$ cat config.mk
export PLATFORM = sky130hd
export DESIGN_NAME = lcd_bus_writer
export DESIGN_NICKNAME = d
export VERILOG_FILES = /design/src/rtl/lcd_bus_writer.sv
export SDC_FILE = /design/constraint.sdc
export NUM_CORES = 1
export LEC_CHECK = 0
export CAP_MARGIN = 20
export CORE_ASPECT_RATIO = 1.2
export CORE_MARGIN = 4
export CORE_UTILIZATION = 51
export CTS_CLUSTER_SIZE = 8
export DETAILED_ROUTE_END_ITERATION = 16
export PLACE_DENSITY = 0.8
export SETUP_SLACK_MARGIN = 0.15
export SYNTH_ARGS = -nofsm -noshare
export SYNTH_HDL_FRONTEND = slang
export SYNTH_SLANG_ARGS = --single-unit
export TNS_END_PERCENT = 1
$ cat constraint.sdc
create_clock -name pclk -period 6.6 [get_ports pclk]
set_input_delay 0.66 -clock pclk [delete_from_list [all_inputs] [get_ports pclk]]
set_output_delay 0.66 -clock pclk [all_outputs]
set_load 0.1 [all_outputs]
$ cat src/rtl/lcd_bus_writer.sv
// lcd_bus_writer: turns a stream of command/data words into timed 16-bit
// 8080-style write cycles and runs the panel hardware-reset sequence after
// prst or a reinit request. The bus is write-only, so srd is held inactive.
//
// Input handshake: a word moves on a rising edge where in_valid and in_ready
// are both 1. in_ready is 1 only in IDLE. A word offered while reinit is
// taken, or while in_ready is 0, is not consumed, and it is never written.
//
// dbg_state exposes the FSM state: 0 RST_ASSERT, 1 RST_WAIT, 2 IDLE,
// 3 SETUP, 4 STROBE, 5 HOLD.
module lcd_bus_writer #(
    parameter int T_SETUP  = 1,
    parameter int T_WRL    = 2,
    parameter int T_WRH    = 2,
    parameter int RST_LOW  = 100,
    parameter int RST_WAIT = 1000
) (
    input  logic        pclk,
    input  logic        prst,
    input  logic        in_valid,
    input  logic        in_rs,
    input  logic [15:0] in_data,
    output logic        in_ready,
    input  logic        reinit,
    input  logic        bl_on,
    output logic        busy,
    output logic        sblk,
    output logic        scs,
    output logic        srs,
    output logic        swr,
    output logic        srd,
    output logic        srst,
    output logic [15:0] sdata,
    output logic [2:0]  dbg_state
);

    typedef enum logic [2:0] {
        S_RST_ASSERT = 3'd0,
        S_RST_WAIT   = 3'd1,
        S_IDLE       = 3'd2,
        S_SETUP      = 3'd3,
        S_STROBE     = 3'd4,
        S_HOLD       = 3'd5
    } state_t;

    // Last counter value of each timed state; the counter runs 0..N-1.
    localparam logic [15:0] SETUP_LAST    = 16'(T_SETUP - 1);
    localparam logic [15:0] WRL_LAST      = 16'(T_WRL - 1);
    localparam logic [15:0] WRH_LAST      = 16'(T_WRH - 1);
    localparam logic [15:0] RST_LOW_LAST  = 16'(RST_LOW - 1);
    localparam logic [15:0] RST_WAIT_LAST = 16'(RST_WAIT - 1);

    state_t      state;
    state_t      state_nx;
    logic [15:0] cnt;
    logic [15:0] cnt_nx;
    logic        accept;

    // State register and the single counter shared by every timed state.
    always_ff @(posedge pclk) begin
        if (prst) begin
            state <= S_RST_ASSERT;
            cnt   <= '0;
        end else begin
            state <= state_nx;
            cnt   <= cnt_nx;
        end
    end

    // Next-state logic: each timed state lasts until its counter hits the
    // last value, then the counter is cleared for the state being entered.
    always_comb begin
        state_nx = state;
        cnt_nx   = cnt + 16'd1;
        accept   = 1'b0;
        case (state)
            S_RST_ASSERT: begin
                if (cnt == RST_LOW_LAST) begin
                    state_nx = S_RST_WAIT;
                    cnt_nx   = '0;
                end
            end
            S_RST_WAIT: begin
                if (cnt == RST_WAIT_LAST) begin
                    state_nx = S_IDLE;
                    cnt_nx   = '0;
                end
            end
            S_IDLE: begin
                cnt_nx = '0;
                // reinit wins over a pending word; the word stays unconsumed.
                if (reinit) begin
                    state_nx = S_RST_ASSERT;
                end else if (in_valid && in_ready) begin
                    accept   = 1'b1;
                    state_nx = S_SETUP;
                end
            end
            S_SETUP: begin
                if (cnt == SETUP_LAST) begin
                    state_nx = S_STROBE;
                    cnt_nx   = '0;
                end
            end
            S_STROBE: begin
                if (cnt == WRL_LAST) begin
                    state_nx = S_HOLD;
                    cnt_nx   = '0;
                end
            end
            S_HOLD: begin
                if (cnt == WRH_LAST) begin
                    state_nx = S_IDLE;
                    cnt_nx   = '0;
                end
            end
            default: begin
                state_nx = S_RST_ASSERT;
                cnt_nx   = '0;
            end
        endcase
    end

    // Control outputs are registered from the next state so every pin is a
    // flop and lines up with the state it belongs to.
    always_ff @(posedge pclk) begin
        if (prst) begin
            srst     <= 1'b0;
            scs      <= 1'b1;
            swr      <= 1'b1;
            in_ready <= 1'b0;
            busy     <= 1'b1;
        end else begin
            srst     <= (state_nx != S_RST_ASSERT);
            scs      <= !((state_nx == S_SETUP) || (state_nx == S_STROBE) ||
                          (state_nx == S_HOLD));
            swr      <= (state_nx != S_STROBE);
            in_ready <= (state_nx == S_IDLE);
            busy     <= (state_nx != S_IDLE);
        end
    end

    // Bus word: captured only when a word is accepted, held through the
    // write cycle and kept in IDLE; only prst clears it.
    always_ff @(posedge pclk) begin
        if (prst) begin
            srs   <= 1'b0;
            sdata <= '0;
        end else if (accept) begin
            srs   <= in_rs;
            sdata <= in_data;
        end
    end

    // Backlight follows bl_on one cycle later, independent of the FSM.
    always_ff @(posedge pclk) begin
        if (prst) begin
            sblk <= 1'b0;
        end else begin
            sblk <= bl_on;
        end
    end

    // No reads and no bus turnaround: the read strobe stays inactive.
    assign srd       = 1'b1;
    assign dbg_state = state;

endmodule

-- Word level (Yosys, flattened, before mapping)
Cells that the tools add are included.
- register bits after elaboration: 42
- latch bits: 0
- memory bits (writable): 0
- memory bits (read-only): 0
- bits of input ports: 22
- logic and storage cells: 49
- memories: 0
- add/subtract/negate cells: 1
- multiply operators: 0
- div/mod/pow operators: 0
- magnitude comparators: 0
- equal/unequal tests: 14
- shift-type cells: 0
- multiplexer cells: 16
- bitwise gates (word level): 0
- reductions and logical operators: 8
- operator list (kind ; count):
    two-way mux 16 bit ; 4
    case mux 16 bit (4 select lines) ; 1
    two-way mux 3 bit ; 7
    case mux 3 bit (6 select lines) ; 1
    adder 16 x 1 -> 16 bit, second input constant ; 1
    equality test 16 x 1 -> 1 bit, second input constant ; 1
    equality test 16 x 10 -> 1 bit, second input constant ; 1
    equality test 16 x 7 -> 1 bit, second input constant ; 1
    logical NOT 16 bit ; 1
    equality test 3 x 2 -> 1 bit, second input constant ; 4
    equality test 3 bit, second input constant ; 4
    equality test 3 x 1 -> 1 bit, second input constant ; 1
    logical NOT 3 bit ; 1
    two-way mux 1 bit ; 3
    inequality test 3 x 2 -> 1 bit, second input constant ; 1
    inequality test 3 bit, second input constant ; 1
    nonzero test 3 bit ; 1
    logical OR 1 bit ; 2
    OR reduction 2 bit ; 1
    logical AND 1 bit ; 1
    logical NOT 1 bit ; 1

-- Longest topological paths before layout
- depth after elaboration: 8
- gate-level depth with buffers: 8
- depth with buffers taken out: 7

-- Least setup slack after synthesis
OpenSTA, ideal clock, no wires.
- kind: reg2reg
- start point: reg state[1], in the netlist dbg_state[1]
- end point: reg sdata[7]
- setup time: 0.070 ns
- arrival: 2.329 ns
- slack: 4.200 ns
- stages on the path, launching flop included: 7
- cells stage by stage: dfxtp_1 -> nor4b_1 -> and3_1 -> clkbuf_1 -> clkbuf_1 -> nand2_1 -> a21oi_1
- cells in the longest elaborated chain, start to end: 2
- RTL lines (element ; RTL line ; source):
    start: declaration ; 53 ; state_t state;
    start signal: assignment ; 65 ; state <= state_nx;
    equality test 3 x 2 -> 1 bit ; 76 ; case (state)
    two-way mux 1 bit ; 76 ;
    end signal: assignment ; 151 ; sdata <= in_data;
    end: declaration ; 33 ; output logic [15:0] sdata,
Every way passes these cells.
A chain may end at the register's enable or synchronous reset.

-- Final worst setup path
- start point: reg state[2], in the netlist dbg_state[2]
- end point: out dbg_state[2]
- RTL lines (element ; RTL line ; source):
    end: declaration ; 34 ; output logic [2:0] dbg_state
No word-level cell between the ends.

==> run_summary.xml <==
<?xml version="1.0" encoding="UTF-8"?>
<metrics>
  <group name="cts">
    <metric name="path_clk_slew" unit="ns">0.08</metric>
    <metric name="number_of_cts_inserted_buffers" unit="">5</metric>
    <metric name="clk-insertion-delay-late" unit="ns">0.29</metric>
    <metric name="clock_tree.htree_level_count" unit="">2</metric>
    <metric name="cts_sinks" unit="">42</metric>
    <metric name="tritoncts" unit="">built</metric>
    <metric name="clock-root-buffer" unit="">clkbuf_8</metric>
    <metric name="post_cts_buffers" unit="">0</metric>
    <metric name="cts-root-to-sink-buffers" unit="">2</metric>
    <metric name="cts_hold_repair.buffers" unit="">0</metric>
    <metric name="cts_repair_resize_count" unit="">0</metric>
  </group>
  <group name="synthesis">
    <metric name="async_flop_share" unit="">0</metric>
    <metric name="synth-compound-area-share" unit="">0.0942</metric>
    <metric name="synth_cell_type_count" unit="">42</metric>
    <metric name="synthDominantCellAreaShare" unit="">0.462</metric>
    <metric name="top_ff_cell_synth" unit="">dfxtp_1</metric>
    <metric name="post_synthesis_simple_gate_area_fraction" unit="">0.315</metric>
    <metric name="synth-seq-cells" unit="">42</metric>
    <metric name="post_synth_inst_count" unit="">209</metric>
    <metric name="muxShareOfSynthArea" unit="">0.00550</metric>
    <metric name="number_of_nets_in_the_synthesized_netlist" unit="">234</metric>
    <metric name="share_of_synthesized_area_occupied_by_flip_flops_and_latches" unit="">0.462</metric>
    <metric name="yosys.area_share.adder" unit="">0.0206</metric>
    <metric name="synth_enable_flop_cells" unit="">0</metric>
    <metric name="synth_top_family_by_area" unit="">simple AND/OR/NAND/NOR gates</metric>
    <metric name="yosys-top-cells-area" unit="">dfxtp_1 46%, nand2_1 9.1%, a21oi_1 6.1%</metric>
    <metric name="syn_area" unit="µm²">1820</metric>
    <metric name="post_synth_xor_area_fraction" unit="">0.0674</metric>
    <metric name="synth_area_per_cell" unit="µm²">8.70</metric>
    <metric name="yosys_warnings" unit="">0</metric>
    <metric name="synthDominantAreaCellType" unit="">dfxtp_1</metric>
  </group>
  <group name="placement">
    <metric name="detailedPlacementHpwl" unit="mm">2.65</metric>
    <metric name="finalWeightedCongestion" unit="">0.848</metric>
    <metric name="detailedPlace.worstSlack" unit="ns">3.85</metric>
    <metric name="portBuffers" unit="">47</metric>
  </group>
  <group name="sta">
    <metric name="setup_violations" unit="">0</metric>
    <metric name="report.final.hold_viol_count" unit="">0</metric>
    <metric name="timing.max_slew.rel_slack" unit="">0.335</metric>
    <metric name="post-route-min-period" unit="ns">2.62</metric>
    <metric name="rsz0062_at_grt" unit="">no</metric>
    <metric name="worstMarginPinSlew" unit="ns">0.994</metric>
    <metric name="finalSetupTns" unit="ns">0</metric>
    <metric name="fin_crit_sh" unit="">0.396</metric>
    <metric name="timing.fmax" unit="MHz">382</metric>
    <metric name="final_critical_path_setup_slack" unit="ns">3.98</metric>
    <metric name="slew_violations" unit="">0</metric>
    <metric name="finalClockSkew" unit="ns">0.00547</metric>
  </group>
  <group name="floorplan">
    <metric name="placement_rows" unit="">23</metric>
    <metric name="start_util" unit="">0.536</metric>
    <metric name="die_width" unit="µm">62.5</metric>
    <metric name="io_pins" unit="">49</metric>
    <metric name="fp.dieArea" unit="µm²">4590</metric>
    <metric name="floorplan.die.height" unit="µm">73.4</metric>
    <metric name="core_region_area" unit="µm²">3400</metric>
  </group>
  <group name="finish">
    <metric name="syn2layout_area_growth" unit="%">32.2</metric>
    <metric name="sequential_cell_area" unit="µm²">841</metric>
    <metric name="count_of_nets_after_finishing" unit="">281</metric>
    <metric name="diodes" unit="">0</metric>
    <metric name="share_of_layout_cells_above_drive_strength_1" unit="">0.105</metric>
    <metric name="multiInputGateArea" unit="µm²">918</metric>
    <metric name="layout.filler_cells" unit="">284</metric>
  </group>
  <group name="critical_path">
    <metric name="crit_required" unit="ns">5.94</metric>
    <metric name="worstSetupEndpointType" unit="">primary output</metric>
    <metric name="crit_chain" unit="">clkdlybuf4s50_1</metric>
    <metric name="cp_num_buf_inv" unit="">1</metric>
    <metric name="cp_slowest_cell" unit="">clkdlybuf4s50_1</metric>
    <metric name="slowest_delay" unit="ns">1.19</metric>
    <metric name="start_kind" unit="">flip-flop</metric>
    <metric name="reg2reg_setup_slack" unit="ns">4.04</metric>
    <metric name="timing.critical_path.max_delay_family" unit="">buffers and inverters</metric>
    <metric name="crit_fanout" unit="">8</metric>
    <metric name="timing.reg2reg.worst_path_depth" unit="">5</metric>
    <metric name="timing.rr.start" unit="">cnt[2]</metric>
    <metric name="crit_arrival" unit="ns">1.96</metric>
    <metric name="setup.worst_path.class" unit="">flip-flop to primary output</metric>
    <metric name="rr_endpoint" unit="">cnt[5]</metric>
  </group>
  <group name="drt">
    <metric name="finalWirelength" unit="mm">3.65</metric>
    <metric name="vias" unit="">1492</metric>
    <metric name="drt_pre_antenna_iters" unit="">4</metric>
    <metric name="drcViolationCount" unit="">0</metric>
    <metric name="avgViaCountPerCell" unit="">5.07</metric>
    <metric name="detail_route.iter0.violations" unit="">69</metric>
    <metric name="detail_route.wl_per_cell" unit="µm">12.4</metric>
    <metric name="detail_route_antenna_nets" unit="">0</metric>
  </group>
  <group name="grt">
    <metric name="groute.layer.met1.usage" unit="">0.209</metric>
    <metric name="number_of_global_route_vias_before_repair" unit="">1397</metric>
    <metric name="overall_track_demand_over_capacity_in_global_routing" unit="">0.177</metric>
    <metric name="grt.met2_usage" unit="">0.295</metric>
    <metric name="overflow_left_after_global_routing" unit="">0</metric>
    <metric name="grt_max_degree" unit="">23</metric>
    <metric name="grt_most_used_layer" unit="">met2</metric>
    <metric name="number_of_antenna_violations_at_the_first_check_in_global_routing" unit="">0</metric>
    <metric name="groute.layer.met3.usage" unit="">0.0505</metric>
    <metric name="grt_first_pass_wirelength" unit="mm">6.40</metric>
  </group>
  <group name="outcome">
    <metric name="outcome" unit="">complete, no violations</metric>
  </group>
  <group name="min_path">
    <metric name="min-delay-path-class" unit="">flip-flop to flip-flop</metric>
    <metric name="worst_hold_path.num_cells" unit="">2</metric>
    <metric name="hold_crit_endpoint" unit="">sdata[4]</metric>
    <metric name="hold_path_startpoint" unit="">sdata[4]</metric>
  </group>
  <group name="pwr">
    <metric name="p_total" unit="µW">490</metric>
    <metric name="power.leakage" unit="nW">0.844</metric>
    <metric name="power_density" unit="nW/µm²">204</metric>
    <metric name="vdd.ir_drop.worst" unit="mV">0.127</metric>
  </group>
  <group name="flow_run">
    <metric name="max_cap_viol_count" unit="">0</metric>
  </group>
</metrics>
==> placed cells by master (no fill, tap or decap), drive strengths merged <==
master         instances
or2                    1
or3b                   3
nor3b                  1
a211o                  1
and2                   1
or3                    3
o21ai                  1
and3                   4
dfxtp                 42
nor4                   5
clkdlybuf4s50         47
xor2                   8
nand2                 44
nand2b                 2
mux2i                  1
nor2b                  2
nand3b                 1
ha                     3
nor4b                  1
and4b                  1
a21oi                 22
o311ai                 1
nor3                   3
xnor2                  6
clkbuf                 7
bufinv                 1
or4                    3
inv                    6
a31oi                  1
conb                   1
nand4                  1
nand4b                 1
nor2                  23
o22ai                  1
a21o                   1
nand3                  7
==> layer usage <==
metal / part of all wire / routed length, µm / up-vias
li1: - / - / 795
met1: 0.46 / 1700 / 650
met2: 0.47 / 1700 / 41
met3: 0.049 / 178 / 6
met4: 0.020 / 72 / 0
met5: 0 / 0 / -
==> cell type report <==
type / instances / share of cell area
flip-flops and latches: 42 / 0.350
inverters: 6 / 0.00937
repair buffers: 47 / 0.196
clock buffers: 7 / 0.0317
multi-input cells: 154 / 0.382
clock inverters: 1 / 0.0125
well taps: 37 / 0.0193
==> worst max-delay path by stage <==
stage | from | end | slack, ns | depth (start not counted)
after floorplan | dbg_state[1] | sdata[7] | 4.20 | 6
after global placement | reinit | in_ready | 3.95 | 6
after detailed placement | reinit | in_ready | 3.85 | 6
after CTS | dbg_state[0] | dbg_state[0] | 3.99 | 1
after global routing | cnt[2] | cnt[5] | 3.76 | 5
final | dbg_state[2] | dbg_state[2] | 3.98 | 1
==> metrics by stage <==
step / utilization / instances / hold slack, ns / cell area [µm²]
after CTS: 0.708 / 294 / 0.458 / 2400
after global routing: 0.708 / 294 / 0.475 / 2400
after detailed placement: 0.677 / 286 / 0.447 / 2300
after global placement: 0.677 / 286 / 0.441 / 2300
after floorplan: - / 209 / 0.466 / 1820
final: 0.708 / 294 / 0.453 / 2400
==> flip-flops by register name, indices dropped and copies added, names as in the netlist <==
register	count
busy	1
cnt	16
dbg_state	3
in_ready	1
sblk	1
scs	1
sdata	16
srs	1
srst	1
swr	1
==> cell families after synthesis <==
family                     count (synthesis)
and+or+nand+nor                          107
DFF                                       42
xor gates and xnor gates                  14
other                                      1
buffers and inverters                     13
AOI/OAI and AO/OA                         28
muxes                                      1
adders and majority gates                  3
==> cells in the mapped netlist, types with 2 or more instances <==
master	instances
a21oi_1	22
and3_1	3
clkbuf_1	5
dfxtp_1	42
ha_1	3
inv_1	6
nand2_1	44
nand2b_1	2
nand3_1	7
nor2_1	13
nor2_2	10
nor2b_1	2
nor3_1	3
nor4_1	2
nor4_2	2
or3_1	3
or3b_2	2
or4_4	2
xnor2_1	6
xor2_1	8
==> power by group <==
group	total, mW	internal (mW)	switching, mW
clock	0.198	0.113	0.0844
combinational	0.0349	0.0181	0.0168
sequential	0.257	0.255	0.00229
No activity file was read; power rests on OpenSTA's default activity.
